`src/rtl/i2s_transmitter.sv`:
```
// I2S master transmitter: FIFO-buffered stereo pairs, MSB-first on SDATA with generated BCLK/LRCLK.
// Latency: a queued pair plays from the next frame wrap; in_ready is low while the FIFO is full.

// Sample-pair FIFO: registered ready from the next count, head readable combinationally.
// Latency 1 clk push-to-head; push refused while full, pop on empty ignored.
module i2s_tx_fifo #(
    parameter int WIDTH = 32,
    parameter int DEPTH = 4
) (
    input  logic                   clk,
    input  logic                   reset,
    input  logic                   push_vld,
    input  logic [WIDTH-1:0]       push_dat,
    output logic                   push_rdy,
    input  logic                   pop,
    output logic [WIDTH-1:0]       head_dat,
    output logic                   empty,
    output logic [$clog2(DEPTH):0] count
);
    localparam int AW = $clog2(DEPTH);
    localparam logic [AW:0] FULL = (AW+1)'(DEPTH);

    logic [WIDTH-1:0] mem [DEPTH];
    logic [AW-1:0]    wr_ptr;
    logic [AW-1:0]    rd_ptr;
    logic [AW:0]      count_nx;
    logic             do_push;
    logic             do_pop;

    assign empty    = (count == '0);
    assign do_push  = push_vld && push_rdy;
    assign do_pop   = pop && !empty;
    assign head_dat = mem[rd_ptr];

    always_comb begin
        count_nx = count;
        if (do_push && !do_pop) begin
            count_nx = count + 1'b1;
        end else if (do_pop && !do_push) begin
            count_nx = count - 1'b1;
        end
    end

    always_ff @(posedge clk) begin
        if (do_push) begin
            mem[wr_ptr] <= push_dat;
        end
    end

    always_ff @(posedge clk) begin
        if (reset) begin
            wr_ptr   <= '0;
            rd_ptr   <= '0;
            count    <= '0;
            push_rdy <= 1'b1;
        end else begin
            if (do_push) begin
                wr_ptr <= wr_ptr + 1'b1;
            end
            if (do_pop) begin
                rd_ptr <= rd_ptr + 1'b1;
            end
            count    <= count_nx;
            push_rdy <= (count_nx != FULL);
        end
    end
endmodule

// Frame engine: divider, bit position, LRCLK/SDATA on BCLK falling edges, pop at each frame wrap.
// Outputs registered; an empty FIFO at the wrap plays a zero frame and pulses underrun.
module i2s_transmitter #(
    parameter int CLK_DIV      = 4,
    parameter int SAMPLE_WIDTH = 16,
    parameter int SLOT_WIDTH   = 32,
    parameter int FIFO_DEPTH   = 4
) (
    input  logic                          clk,
    input  logic                          reset,
    input  logic [SAMPLE_WIDTH-1:0]       in_l,
    input  logic [SAMPLE_WIDTH-1:0]       in_r,
    input  logic                          in_valid,
    output logic                          in_ready,
    output logic                          BCLK,
    output logic                          LRCLK,
    output logic                          SDATA,
    output logic                          frame_start,
    output logic                          underrun,
    output logic [$clog2(FIFO_DEPTH):0]   fifo_count
);
    localparam int DW  = (CLK_DIV > 1) ? $clog2(CLK_DIV) : 1;
    localparam int PW  = $clog2(2*SLOT_WIDTH);
    localparam int SBW = (SAMPLE_WIDTH > 1) ? $clog2(SAMPLE_WIDTH) : 1;

    localparam logic [DW-1:0] DIV_LAST = DW'(CLK_DIV-1);
    localparam logic [PW-1:0] P_LAST   = PW'(2*SLOT_WIDTH-1);
    localparam logic [PW-1:0] R_BEGIN  = PW'(SLOT_WIDTH);
    localparam logic [PW-1:0] L_END    = PW'(SAMPLE_WIDTH);
    localparam logic [PW-1:0] R_END    = PW'(SLOT_WIDTH+SAMPLE_WIDTH);

    logic [DW-1:0]             div_cnt;
    logic [PW-1:0]             p;
    logic [PW-1:0]             p_nx;
    logic [SAMPLE_WIDTH-1:0]   frame_l;
    logic [SAMPLE_WIDTH-1:0]   frame_r;
    logic [SBW-1:0]            l_bit;
    logic [SBW-1:0]            r_bit;
    logic [2*SAMPLE_WIDTH-1:0] head;
    logic                      div_last;
    logic                      fall;
    logic                      wrap;
    logic                      sdata_nx;
    logic                      fifo_empty;

    i2s_tx_fifo #(
        .WIDTH (2*SAMPLE_WIDTH),
        .DEPTH (FIFO_DEPTH)
    ) u_fifo (
        .clk      (clk),
        .reset    (reset),
        .push_vld (in_valid),
        .push_dat ({in_l, in_r}),
        .push_rdy (in_ready),
        .pop      (fall && wrap),
        .head_dat (head),
        .empty    (fifo_empty),
        .count    (fifo_count)
    );

    assign div_last = (div_cnt == DIV_LAST);
    assign fall     = div_last && BCLK;
    assign wrap     = (p == P_LAST);
    assign p_nx     = wrap ? '0 : p + 1'b1;

    // Each word starts one BCLK after its LRCLK edge, so position 1 carries the MSB.
    assign l_bit = SBW'(L_END - p_nx);
    assign r_bit = SBW'(R_END - p_nx);

    always_comb begin
        sdata_nx = 1'b0;
        if (p_nx != '0 && p_nx <= L_END) begin
            sdata_nx = frame_l[l_bit];
        end else if (p_nx > R_BEGIN && p_nx <= R_END) begin
            sdata_nx = frame_r[r_bit];
        end
    end

    always_ff @(posedge clk) begin
        if (reset) begin
            div_cnt     <= '0;
            BCLK        <= 1'b0;
            p           <= '0;
            LRCLK       <= 1'b0;
            SDATA       <= 1'b0;
            frame_start <= 1'b0;
            underrun    <= 1'b0;
            frame_l     <= '0;
            frame_r     <= '0;
        end else begin
            frame_start <= 1'b0;
            underrun    <= 1'b0;
            if (div_last) begin
                div_cnt <= '0;
                BCLK    <= ~BCLK;
            end else begin
                div_cnt <= div_cnt + 1'b1;
            end
            if (fall) begin
                p     <= p_nx;
                LRCLK <= (p_nx >= R_BEGIN);
                SDATA <= sdata_nx;
                if (wrap) begin
                    frame_start <= 1'b1;
                    underrun    <= fifo_empty;
                    frame_l     <= fifo_empty ? '0 : head[2*SAMPLE_WIDTH-1:SAMPLE_WIDTH];
                    frame_r     <= fifo_empty ? '0 : head[SAMPLE_WIDTH-1:0];
                end
            end
        end
    end
endmodule

```
`config.mk`:
```
export PLATFORM = sky130hd
export DESIGN_NAME = i2s_transmitter
export DESIGN_NICKNAME = d
export VERILOG_FILES = /design/src/rtl/i2s_transmitter.sv
export SDC_FILE = /design/constraint.sdc
export NUM_CORES = 1
export LEC_CHECK = 0
export CAP_MARGIN = 15
export CORE_AREA = 4 4 125 127
export DETAILED_ROUTE_END_ITERATION = 7
export DIE_AREA = 0 0 129 131
export GPL_ROUTABILITY_DRIVEN = 0
export HOLD_SLACK_MARGIN = 0.15
export PLACE_DENSITY = 0.67
export RECOVER_POWER = 25
export SKIP_LAST_GASP = 1
export SLEW_MARGIN = 20
export SYNTH_ARGS = -nofsm -noshare
export SYNTH_HDL_FRONTEND = slang
export SYNTH_SLANG_ARGS = --single-unit
```
`constraint.sdc`:
```
create_clock -name clk -period 3.96 [get_ports clk]
set_input_delay 0.792 -clock clk [delete_from_list [all_inputs] [get_ports clk]]
set_output_delay 0.792 -clock clk [all_outputs]
set_load 0.005 [all_outputs]
```
## Yosys cells after proc, flatten, opt, wreduce, memory -nomap -nowiden

Memories as Yosys holds them, arrays and structs flattened. A register that Yosys moved wholly into a read port is not among the register bits.
Index checks and enable logic that the tools add are counted.

- Bits of input ports: 35
- Flip-flop bits (word level): 53
- Output and inout bits: 9
- Memories kept: 1
- Word-level logic and storage cells: 67
- RAM bits: 128

- Reduce and logical (&&, ||, !) cells: 17
- Muxes and demuxes: 16
- Magnitude comparators: 6
- Equality and inequality tests: 3
- Add/sub/neg operators: 8
- Bitwise logic cells: 3

Memory list:

| name | words | bits a word | read ports | clocked after memory_dff | write ports | line | source |
|---|---|---|---|---|---|---|---|
| u_fifo.mem | 4 | 32 | 1 | 1 | 1 | 23 | `logic [WIDTH-1:0] mem [DEPTH];` |

Operators by type and width:

| kind | number |
|---|---|
| 2-to-1 mux 16 bit | 2 |
| < comparator 4 x 5 -> 1 bit (second input constant) | 2 |
| binary-select mux 1 bit (select 4 bit) | 2 |
| logical AND 1 bit | 8 |
| subtractor 1 x 4 -> 4 bit (first input constant) | 2 |
| 2-to-1 mux 1 bit | 7 |
| adder 2 x 1 -> 2 bit (second input constant) | 3 |
| adder 6 x 1 -> 6 bit (second input constant) | 1 |
| == test 6 bit (second input constant) | 1 |
| >= comparator 6 bit (second input constant) | 1 |
| greater-than comparator 6 bit (second input constant) | 1 |
| less-or-equal comparator 6 x 5 -> 1 bit (second input constant) | 1 |
| less-or-equal comparator 6 bit (second input constant) | 1 |
| 2-to-1 mux 3 bit | 2 |
| 2-to-1 mux 6 bit | 1 |
| nonzero test 6 bit | 1 |
| 2-to-1 mux 2 bit | 2 |
| OR reduction 2 bit | 2 |
| adder 3 x 1 -> 3 bit (second input constant) | 1 |
| logical NOT 1 bit | 3 |
| logical NOT 3 bit | 1 |
| inequality test 3 bit (second input constant) | 1 |
| NOT 1 bit | 3 |
| OR reduction 3 bit | 1 |
| other kinds (3) | 3 |

## Longest topological paths before layout

- Depth in word-level cells: 8
- Depth in mapped cells: 10

## Cells and area by module

Synthesis repeated with hierarchy kept, for this count alone.

- Cells, all modules: 434
- Area total of the unflattened synthesis: 7176.9 um^2

By module, submodules not included:

| module | area each (um^2) | instances | cells each | seq. area each (um^2) |
|---|---|---|---|---|
| i2s_tx_fifo | 5182.5 | 1 | 231 | 4043.9 |
| i2s_transmitter | 1994.4 | 1 | 203 | 900.9 |

## Worst setup path after synthesis

Ideal clock, no wire load.

- Path type: reg-to-reg
- Start point: register p[1]
- End point: register u_fifo.push_rdy
- Cell stages (with the launch flop): 11
- Data arrival time: 1.999 ns
- Slack: 1.837 ns
- Required time: 3.836 ns
- Period minus slack after synthesis: 2.123 ns
- Cell sequence: dfxtp_1 -> ha_1 -> buf_2 -> and4_2 -> buf_2 -> nor4b_2 -> buf_2 -> nor2_1 -> a22oi_1 -> xnor2_1 -> nand3b_1

- Cells in the longest elaborated chain, start to end: 7
- Elaborated cells on any way between the ends: 9

Ends and longest elaborated chain:

| what | line | source |
|---|---|---|
| start: declaration | 101 | `logic [PW-1:0] p;` |
| start signal: assignment | 168 | `p <= p_nx;` |
| == test 6 bit * | 131 | `assign wrap = (p == P_LAST);` |
| logical AND 1 bit * | 123 | `.pop (fall && wrap),` |
| logical AND 1 bit * | 32 | `assign do_pop = pop && !empty;` |
| logical AND 1 bit or logical NOT 1 bit (tied branches) | 39, 37 |  |
| 2-to-1 mux 3 bit or logical AND 1 bit (tied branches) | 39, 37 |  |
| 2-to-1 mux 3 bit * | 37 | `if (do_push && !do_pop) begin` |
| inequality test 3 bit * | 64 | `push_rdy <= (count_nx != FULL);` |
| end signal: assignment | 64 |  |
| end: declaration | 14 | `output logic push_rdy,` |

Every way passes the cells marked *; elsewhere a longest branch is shown, timed or not.
A chain may end at the register's enable or synchronous reset.

## Final worst setup path

- Start point: register p[0]
- End point: register frame_l[8]

- Cells in the longest elaborated chain, start to end: 2

Ends and longest elaborated chain:

| what | line | source |
|---|---|---|
| == test 6 bit | 131 |  |
| AND reduction 2 bit (no line) | -- |  |
| end signal: assignment | 174 | `frame_l <= fifo_empty ? '0 : head[2*SAMPLE_WIDTH-1:SAMPLE_WIDTH];` |
| end: declaration | 103 | `logic [SAMPLE_WIDTH-1:0] frame_l;` |

Every way passes these cells.

==> out/qor.txt <==
outcome - complete, no violations
post-synthesis sequential area ratio - 68.8%
CTS tree - done
Synth Flop Type - edfxtp_1
EDFF count, synth - 128
clock share of power - 45.3%
PwrDens - 502 nW/µm²
vias in the first global route - 4086
cells along the critical path - ha_1 -> and4_2 -> nand3_1 -> buf_4 -> a22oi_1 -> nor2_1
non-filler instance count after layout - 682
placed cells - 650
Die Area - 16900 µm²
final setup margin - 1260 ps
I/O Pins - 44
Synth warnings - 0
setup TNS - 0 ps
Leak - 2.85 nW
root buf cell - clkbuf_16
core region area - 14400 µm²
Min-Delay Path Class - reg2reg
Critical Path End - frame_l[8]
RSZ-0062 raised after global routing - false
RR Startpoint - p[0]
Levels on crit path - 6
drt wl/cell - 19.2 µm
largest net degree at the start of global routing - 54
first-pass GRT wire length - 21900 µm
slowest stage delay, CP - 550 ps
Worst Max-Slew Pin Slew - 920 ps
Synth Area per Inst - 16.2 µm²
Fin. Hold Viols - 0
sw frac - 18.9%
ANT nets after route - 0
net switching power - 0.804 mW
asr flop ratio synth - 0%
Syn Nets - 489
pre-CTS setup slack - 1300 ps
fin util - 58.7%
half-perimeter wire length after placement - 7920 µm
CP max stage cell - nand3_1
Syn-to-layout area delta - 17.8%
Setup crit start kind - flip-flop
H-tree depth - 4
n_diodes - 0
maximum fanout along the worst path - 18
initial antenna violation count - 0
total gr overflow - 0
via count - 3886
Reg2Reg Setup Slack - 1260 ps
Area contributors post-synth - edfxtp_1 54%, dfxtp_1 15%, mux4_2 12%, a22oi_1 3.6%, nor2_1 2.3%
Initial Utilization - 49.8%
Max Freq - 0.370 GHz
via density per instance - 5.70
Worst-Skew Late Latency - 430 ps
Critical Path Start - p[0]
grt met1 use - 22.4%
FF-to-FF End - frame_l[8]
top-area cell type share of the netlist area - 53.5%
drc violations - 0
Mapped Area - 7180 µm²
cells after synthesis - 444
WS Path Type - reg2reg
Max IR drop VDD - 0.298 mV
crit path buf inv count - 1
critical path endpoint category - flip-flop
max-slew violations - 0
CTS Sinks - 183
crit-path leading delay family - simple AND/OR/NAND/NOR gates
Netlist cell types - 50
layer with the highest usage - met2
GR Layer Usage met3 - 4.84%
FF-to-FF path depth - 6
die height - 131 µm
CP arrival - 2980 ps
Yosys reg bits - 183
max_cap viols - 0
row count - 44
Gate power share - 4.3%
Seq pwr share - 50.4%
Worst-path clk slew - 60 ps
share of layout cells above drive strength 1 - 17.1%
clk_skew - 8.91 ps
IO buf count - 43
Die X - 129 µm
final setup fails - 0
first-pass iteration count of the detailed router - 5
initial DRC count - 377
dominant cell type by area after synthesis - edfxtp_1
Cell Int Power - 3.45 mW
GRT met2 Usage - 27.6%
Slew headroom - 38.7%
Period minus WS final - 2700 ps
required time worst endpoint - 4240 ps
post-CTS setup buffers - 0
Inserted Clock Buffers - 17
hold buffer count at CTS - 0
gr usage total - 17.4%
layout net count - 530
final wirelength - 13100 µm
Tcrit/Tclk final - 68.2%
post-cts repair resize count - 0
Clock Path Buffers - 2
Pwr Total - 4.25 mW
layer usage:
| metal | wire length, µm | share of wire [%] |
|---|---|---|
| met5 | 0 | 0 |
| met4 | 268 | 2.0 |
| met3 | 703 | 5.4 |
| met2 | 6440 | 49 |
| met1 | 5690 | 43 |
how the worst min path moves through the flow:
stage,startpoint,to,slack [ps],cells after the start
floorplan,div_cnt[0],div_cnt[0],400,1
global placement,div_cnt[0],div_cnt[0],410,1
detailed placement,div_cnt[0],div_cnt[0],430,1
CTS,div_cnt[0],div_cnt[0],440,1
global route,div_cnt[0],div_cnt[0],450,1
finish,div_cnt[0],div_cnt[0],430,1
sequential cells by signal (all words and copies together) (netlist names), named ones only:
register,count
u_fifo.mem,128
frame_l,16
frame_r,16
p,6
u_fifo.count,3
div_cnt,2
u_fifo.rd_ptr,2
u_fifo.wr_ptr,2
BCLK,1
LRCLK,1
SDATA,1
frame_start,1
u_fifo.push_rdy,1
underrun,1
placed cells by master, fill, tap and decap left out, types with 2 or more instances in the layout:
cell type	instances
xnor2_1	4
ha_1	10
nand4_1	2
and3_1	4
nor2_1	44
mux4_2	38
inv_1	6
clkinv_2	2
nand3_1	5
nand3b_1	2
dlygate4sd3_1	22
xor2_1	4
a22oi_1	34
buf_4	8
nand2_1	17
clkinv_1	2
nor2b_1	2
a21oi_1	13
o21ai_0	3
nor3b_1	2
clkbuf_16	17
nor3_1	4
dfxtp_1	54
and2_1	4
mux2i_1	8
edfxtp_1	128
nand2b_1	2
clkdlybuf4s50_1	20
bufinv_16	7
kinds of logic (layout without fill, tap and decap cells):
logic type               count (synthesis)  after routing  share of synthesized area [%]
AO/OA/AOI/OAI                           65             65                           6.58
multiplexers                            47             47                           13.2
XOR/XNOR                                 9              9                           1.29
flip-flops                             183            183                           68.8
buffers and inverters                   35             89                           2.11
adder cells (fa/ha/maj)                 10             10                           1.74
AND/OR/NAND/NOR                         95             95                           6.27
metrics by stage:
stage	hold slack, ps	instance area, µm²
floorplan	404	7180
detailed placement	425	7780
CTS	435	8460
global route	454	8460
finish	430	8460
global placement	414	7780
layout make-up:
| type | count | area (µm²) |
|---|---|---|
| inverter | 6 | 22.5 |
| multi-input combinational | 226 | 2100 |
| clock inverter | 14 | 253 |
| timing repair buffer | 51 | 485 |
| sequential | 183 | 4950 |
| tap | 184 | 230 |
| clock buffer | 18 | 429 |
| fill | 1102 | 5960 |
cell usage after synthesis, types with 2 or more instances:
cell type / n
buf_2: 4
nand3b_1: 2
nor3_1: 4
xor2_1: 4
nor2_1: 44
dfxtp_1: 55
edfxtp_1: 128
xnor2_1: 4
and2_1: 4
nand2b_1: 2
nand3_1: 5
nor3b_1: 2
nor2b_1: 2
clkbuf_1: 20
buf_1: 3
a22oi_1: 34
nand2_1: 17
and3_1: 4
nand4_1: 2
o21ai_0: 3
mux4_2: 38
inv_1: 6
mux2i_1: 8
ha_1: 10
buf_6: 2
a21oi_1: 13
power groups by stage:
stage / sequential (mW) / clock, mW / combinational (mW)
after CTS: 2.14 / 1.96 / 0.192
after global routing: 2.15 / 2.04 / 0.202
after detailed placement: 2.19 / 0 / 0.191
after floorplan: 2.18 / 0 / 0.0959
final: 2.14 / 1.93 / 0.181
after global placement: 2.18 / 0 / 0.185
worst register-to-register path: stages (launching register included):
cell and delay (ps):
dfxtp_1 540, ha_1 380, and4_2 360, nand3_1 550, buf_4 440, a22oi_1 230
nor2_1 60
Power figures use the tool's default switching activity.
==> patch 1, RTL diff (same settings) <==
Reset style: asynchronous (`reset`), changed in 2 clocked blocks.
--- a/src/rtl/i2s_transmitter.sv
+++ b/src/rtl/i2s_transmitter.sv
@@ -48,5 +48,5 @@
     end
 
-    always_ff @(posedge clk) begin
+    always_ff @(posedge clk or posedge reset) begin
         if (reset) begin
             wr_ptr   <= '0;
@@ -145,5 +145,5 @@
     end
 
-    always_ff @(posedge clk) begin
+    always_ff @(posedge clk or posedge reset) begin
         if (reset) begin
             div_cnt     <= '0;
Formal check against the unedited RTL: differs if reset is asserted again (counterexample within 4 cycles, from zero or initial values and one cycle with reset high); with reset held inactive, the same outputs for 10 cycles.
==> patch 1 against the unedited design <==
  * Count of clock-buffer cells in the layout increased by 2
  * Hold slack got worse by 0.0026 ns
  * Utilization increased by 1.9 points
  * Sequential cell count decreased by 2
  * Cell area increased by 3.3%
  * Setup slack got worse by 0.093 ns
  * Fmax decreased by 3.3%
  * Routed wire length increased by 3.9%
  * Synthesized area increased by 6.2%
  * Critical endpoint is now SDATA
Power is not compared: it rests on default switching activity, and its combinational part moved more than twofold at a synthesized area within 25%.
==> patch 1: results (changes against the unedited design) <==
[critical_path]
cpPeakStageDelay_ns = 0.81  ; +0.26 ns
cpMaxStageDelayCell = ha_1
critPathTopFamily = adder cells
r2r_cells = 8  ; +2
worstPathArrival_ns = 3.08  ; +0.10 ns
worstPathMaxFanout = 19  ; +1
startpoint = p[0]

[place]
post-place-ws_ns = 1.202  ; -0.09763 ns
place_inst = 663  ; +2.0%
postPlaceCellArea_um2 = 8210  ; +5.5%
dpl.hpwl_mm = 8.683  ; +9.6%

[outcome]
status = complete, no violations

[grt]
grt_pass1_wl_mm = 22.27  ; +1.8%
met1_usage = 0.2357  ; +0.01179
grt_max_degree = 34  ; -37%
grt_pass1_vias = 4113  ; +0.66%
grt_util_all_layers = 0.1751  ; +0.001240
grt_util_met2 = 0.2845  ; +0.008537

[drt]
met3_length_um = 524  ; -25%
first_pass_iters = 4  ; -1
routedWlPerCell_um = 19.62  ; +2.1%
wl_met2_mm = 6.850  ; +6.4%
wirelength_met1_mm = 6.068  ; +6.6%
first_iter_violations = 314  ; -17%
viasPerCell = 5.867  ; +3.0%

[synth]
async_reset_ff_frac = 0.2928  ; +0.2928
yosys-top-cells-count = edfxtp_1, dfrtp_1, mux4_2, a22o_1, nand2_1
synth_seq_area_share = 0.6777  ; -0.01061
syn_nets = 500  ; +2.2%
synthDistinctLibCells = 74  ; +48%

[sta]
fin_skew_ns = 0.01082  ; +0.001904 ns
worst_slew_pin_slew_ns = 0.8377  ; -0.08192 ns
period_minus_slack_ns = 2.795  ; +0.09281 ns

[layout]
fin_nets = 543  ; +2.5%
final-instance-count-excl-fill = 694  ; +1.8%
drive_above_1_share = 0.1824  ; +0.01167

[cts]
cts_buffers = 17  ; unchanged

==> patch 1: cell count changes after synthesis, moves of 6 or more <==
cell      unedited run  this run
a21oi_1             13         7
a22o_1               1        29
a22oi_1             34         4
buf_2                4        11
clkbuf_1            20        13
dfrtp_1              0        52
dfxtp_1             55         0
nand2_1             17        28
nor2_1              44        12
==> patch 1: layout make-up <==
| cell class | instances | area (µm²) |
|---|---|---|
| Fill cell | 1085 | 5683 |
| Sequential cell | 181 | 5174 |
| Multi-Input combinational cell | 233 | 2252 |
| Timing Repair Buffer | 54 | 513.0 |
| Clock buffer | 20 | 436.7 |
| Tap cell | 184 | 230.2 |
| Clock inverter | 11 | 93.84 |
| Inverter | 11 | 41.29 |
==> patch 1: power by group through the flow <==
stage	registers [mW]	logic (mW)	clock network (mW)
finish	2.41	0.479	1.51
global placement	2.43	0.488	0
global route	2.43	0.529	1.63
CTS	2.41	0.504	1.55
detailed placement	2.45	0.505	0
floorplan	2.43	0.284	0
==> patch 1: worst min path at each step <==
stage	startpoint	endpoint	slack (ns)
CTS	div_cnt[0]	div_cnt[0]	0.43
global route	div_cnt[0]	div_cnt[0]	0.45
global placement	div_cnt[0]	div_cnt[0]	0.41
detailed placement	div_cnt[0]	div_cnt[0]	0.42
floorplan	div_cnt[0]	div_cnt[0]	0.40
finish	div_cnt[0]	div_cnt[0]	0.43
==> patch 1: kinds of logic after synthesis <==
group | synth area share
buffers and inverters | 0.02722
xor gates and xnor gates | 0.01476
adders and majority gates | 0.01787
DFF | 0.6777
AOI/OAI and AO/OA | 0.08903
muxes | 0.1123
and+or+nand+nor | 0.06116
==> patch 2, RTL diff (same settings) <==
Made on the original files. The parameter `SLOT_WIDTH` goes from 32 to 64.
--- a/src/rtl/i2s_transmitter.sv
+++ b/src/rtl/i2s_transmitter.sv
@@ -72,5 +72,5 @@
     parameter int CLK_DIV      = 4,
     parameter int SAMPLE_WIDTH = 16,
-    parameter int SLOT_WIDTH   = 32,
+    parameter int SLOT_WIDTH   = 64,
     parameter int FIFO_DEPTH   = 4
 ) (
Formal check against the unedited RTL: no difference found for any inputs over 10 cycles, from zero or initial values and one cycle with reset high; that may be too few to reach the edited logic, so the function may still have changed.
==> patch 2 against the unedited design <==
  * Highest routed layer is now met5
  * Synthesized area barely moved
  * Routed wire length fell by 1.3%
  * Setup slack improved by 0.21 ns
  * Die area did not move
  * Sequential cell count rose by 1
  * Cell area fell by 0.53%
  * Total power fell by 4.1%
  * Largest power group unchanged
  * Via count fell by 1.2%
  * First-iteration DRC count fell by 9.8%
  * Utilization fell by 0.31 points
==> patch 2: results (changes against the unedited design) <==
[outcome]
status = complete, no violations

[drt]
viasPerCell = 5.596  ; -1.8%
routedWlPerCell_um = 18.86  ; -1.8%
first_iter_violations = 340  ; -9.8%

[synth]
syn_nets = 487  ; -0.41%
synthDistinctLibCells = 46  ; -8.0%
yosys-top-cells-count = edfxtp_1, dfxtp_1, nor2_1, mux4_2, a22oi_1
synth_top_cells_by_area = edfxtp_1, dfxtp_1, mux4_2, a22oi_1, nor2_1
async_reset_ff_frac = 0  ; unchanged
synth_seq_area_share = 0.6904  ; +0.002185
avgSynthCellArea_um2 = 16.23  ; +0.31%
yosys_warnings = 0  ; unchanged

[layout]
drive_above_1_share = 0.1853  ; +0.01458
fin_nets = 533  ; +0.57%
fill_cells = 1107  ; +0.45%
final-instance-count-excl-fill = 686  ; +0.59%

[cts]
cts_buffers = 17  ; unchanged
post_cts_buffers = 0  ; unchanged
clk_pin_slew_ns = 0.06  ; about the same
ctsResizeCount = 0  ; unchanged
clock_path_buffers = 2  ; unchanged
htreeDepth = 4  ; unchanged

[power]
ir_worst_vdd_uv = 505.8  ; +70%
p_leak_nw = 2.765  ; -3.0%

[place]
place_inst = 654  ; +0.62%
numPortBuffers = 43  ; unchanged
dpl.hpwl_mm = 7.879  ; -0.56%

[hold_path]
hold_depth = 1  ; unchanged
hold_class = register to register
whs_endpoint = div_cnt[0]
min_from = div_cnt[0]

[grt]
grt_max_degree = 39  ; -28%
grt_pass1_wl_mm = 21.13  ; -3.4%
antenna_found_initial = 1  ; +1
overflow = 0  ; unchanged
grt_util_all_layers = 0.1682  ; -0.005676
grt_pass1_vias = 3957  ; -3.2%

[sta]
worst_slew_pin_slew_ns = 0.7278  ; -0.1919 ns
fin_skew_ns = 0.02015  ; +0.01124 ns

[critical_path]
rrSetupSlack_ns = 1.47  ; +0.21 ns
worstPathMaxFanout = 38  ; +20
r2r-end = u_fifo.push_rdy
worstPathArrival_ns = 2.79  ; -0.19 ns
cpPeakStageDelay_ns = 0.69  ; +0.14 ns
r2r-start = p[2]
cpMaxStageDelayCell = dfxtp_1
r2r_cells = 7  ; +1

patch 2: kinds of logic (layout without fill, tap and decap cells):
kind of cell,count (synthesis),count (layout),synth area share
xor gates and xnor gates,11,11,0.01340
buffers and inverters,30,89,0.01897
AOI/OAI and AO/OA,58,58,0.05881
DFF,184,184,0.6904
and+or+nand+nor,106,106,0.07030
muxes,45,45,0.1324
adders and majority gates,9,9,0.01566
patch 2: worst max-delay path by stage:
stage / from / slack (ns) / to
finish: p[2] / 1.47 / u_fifo.push_rdy
global route: p[2] / 1.19 / u_fifo.push_rdy
CTS: p[2] / 1.45 / u_fifo.push_rdy
detailed placement: p[2] / 1.47 / u_fifo.push_rdy
global placement: in_valid / 1.51 / u_fifo.push_rdy
floorplan: in_valid / 1.94 / u_fifo.mem[3][0]
patch 2: layout make-up:
type,instances,area (µm²),area share
flip-flops and latches,184,4966,0.5899
clock buffers,19,432.9,0.05143
multi-input cells,229,2098,0.2493
inverters,4,15.01,0.001784
repair buffers,53,500.5,0.05945
clock inverters,13,175.2,0.02081
well taps,184,230.2,0.02735
patch 2: stage by stage:
| stage | hold slack [ns] | area [µm²] | setup WS (ns) |
|---|---|---|---|
| 4_1_cts | 0.4353 | 8418 | 1.451 |
| 2_1_floorplan | 0.4043 | 7191 | 1.938 |
| 3_5_place_dp | 0.4272 | 7810 | 1.466 |
| 6_report | 0.4287 | 8418 | 1.466 |
| 3_3_place_gp | 0.4137 | 7810 | 1.514 |
| 5_1_grt | 0.4634 | 8418 | 1.189 |
patch 2: power breakdown:
group	internal (mW)	switching, mW	total (mW)
clock	1.05	0.679	1.73
combinational	0.0866	0.103	0.189
sequential	2.13	0.0224	2.16
total	3.27	0.804	4.08
patch 2: per-layer routing:
metal | GRT usage | routed length [µm] | vias up
met2 | 0.2753 | 6597 | 96
li1 | - | - | 1813
met1 | 0.2162 | 5411 | 1913
met3 | 0.05163 | 772 | 15
met5 | 0 | 7 | -
met4 | 0.05621 | 147 | 2
patch 2: worst register-to-register path, stage by stage, from the launching register on:
cell	delay (ns)
dfxtp_1	0.69
nand3_2	0.34
nor4_4	0.32
buf_4	0.41
nand2_1	0.18
mux2_2	0.28
nor2_1	0.08
o21ai_0	0.09
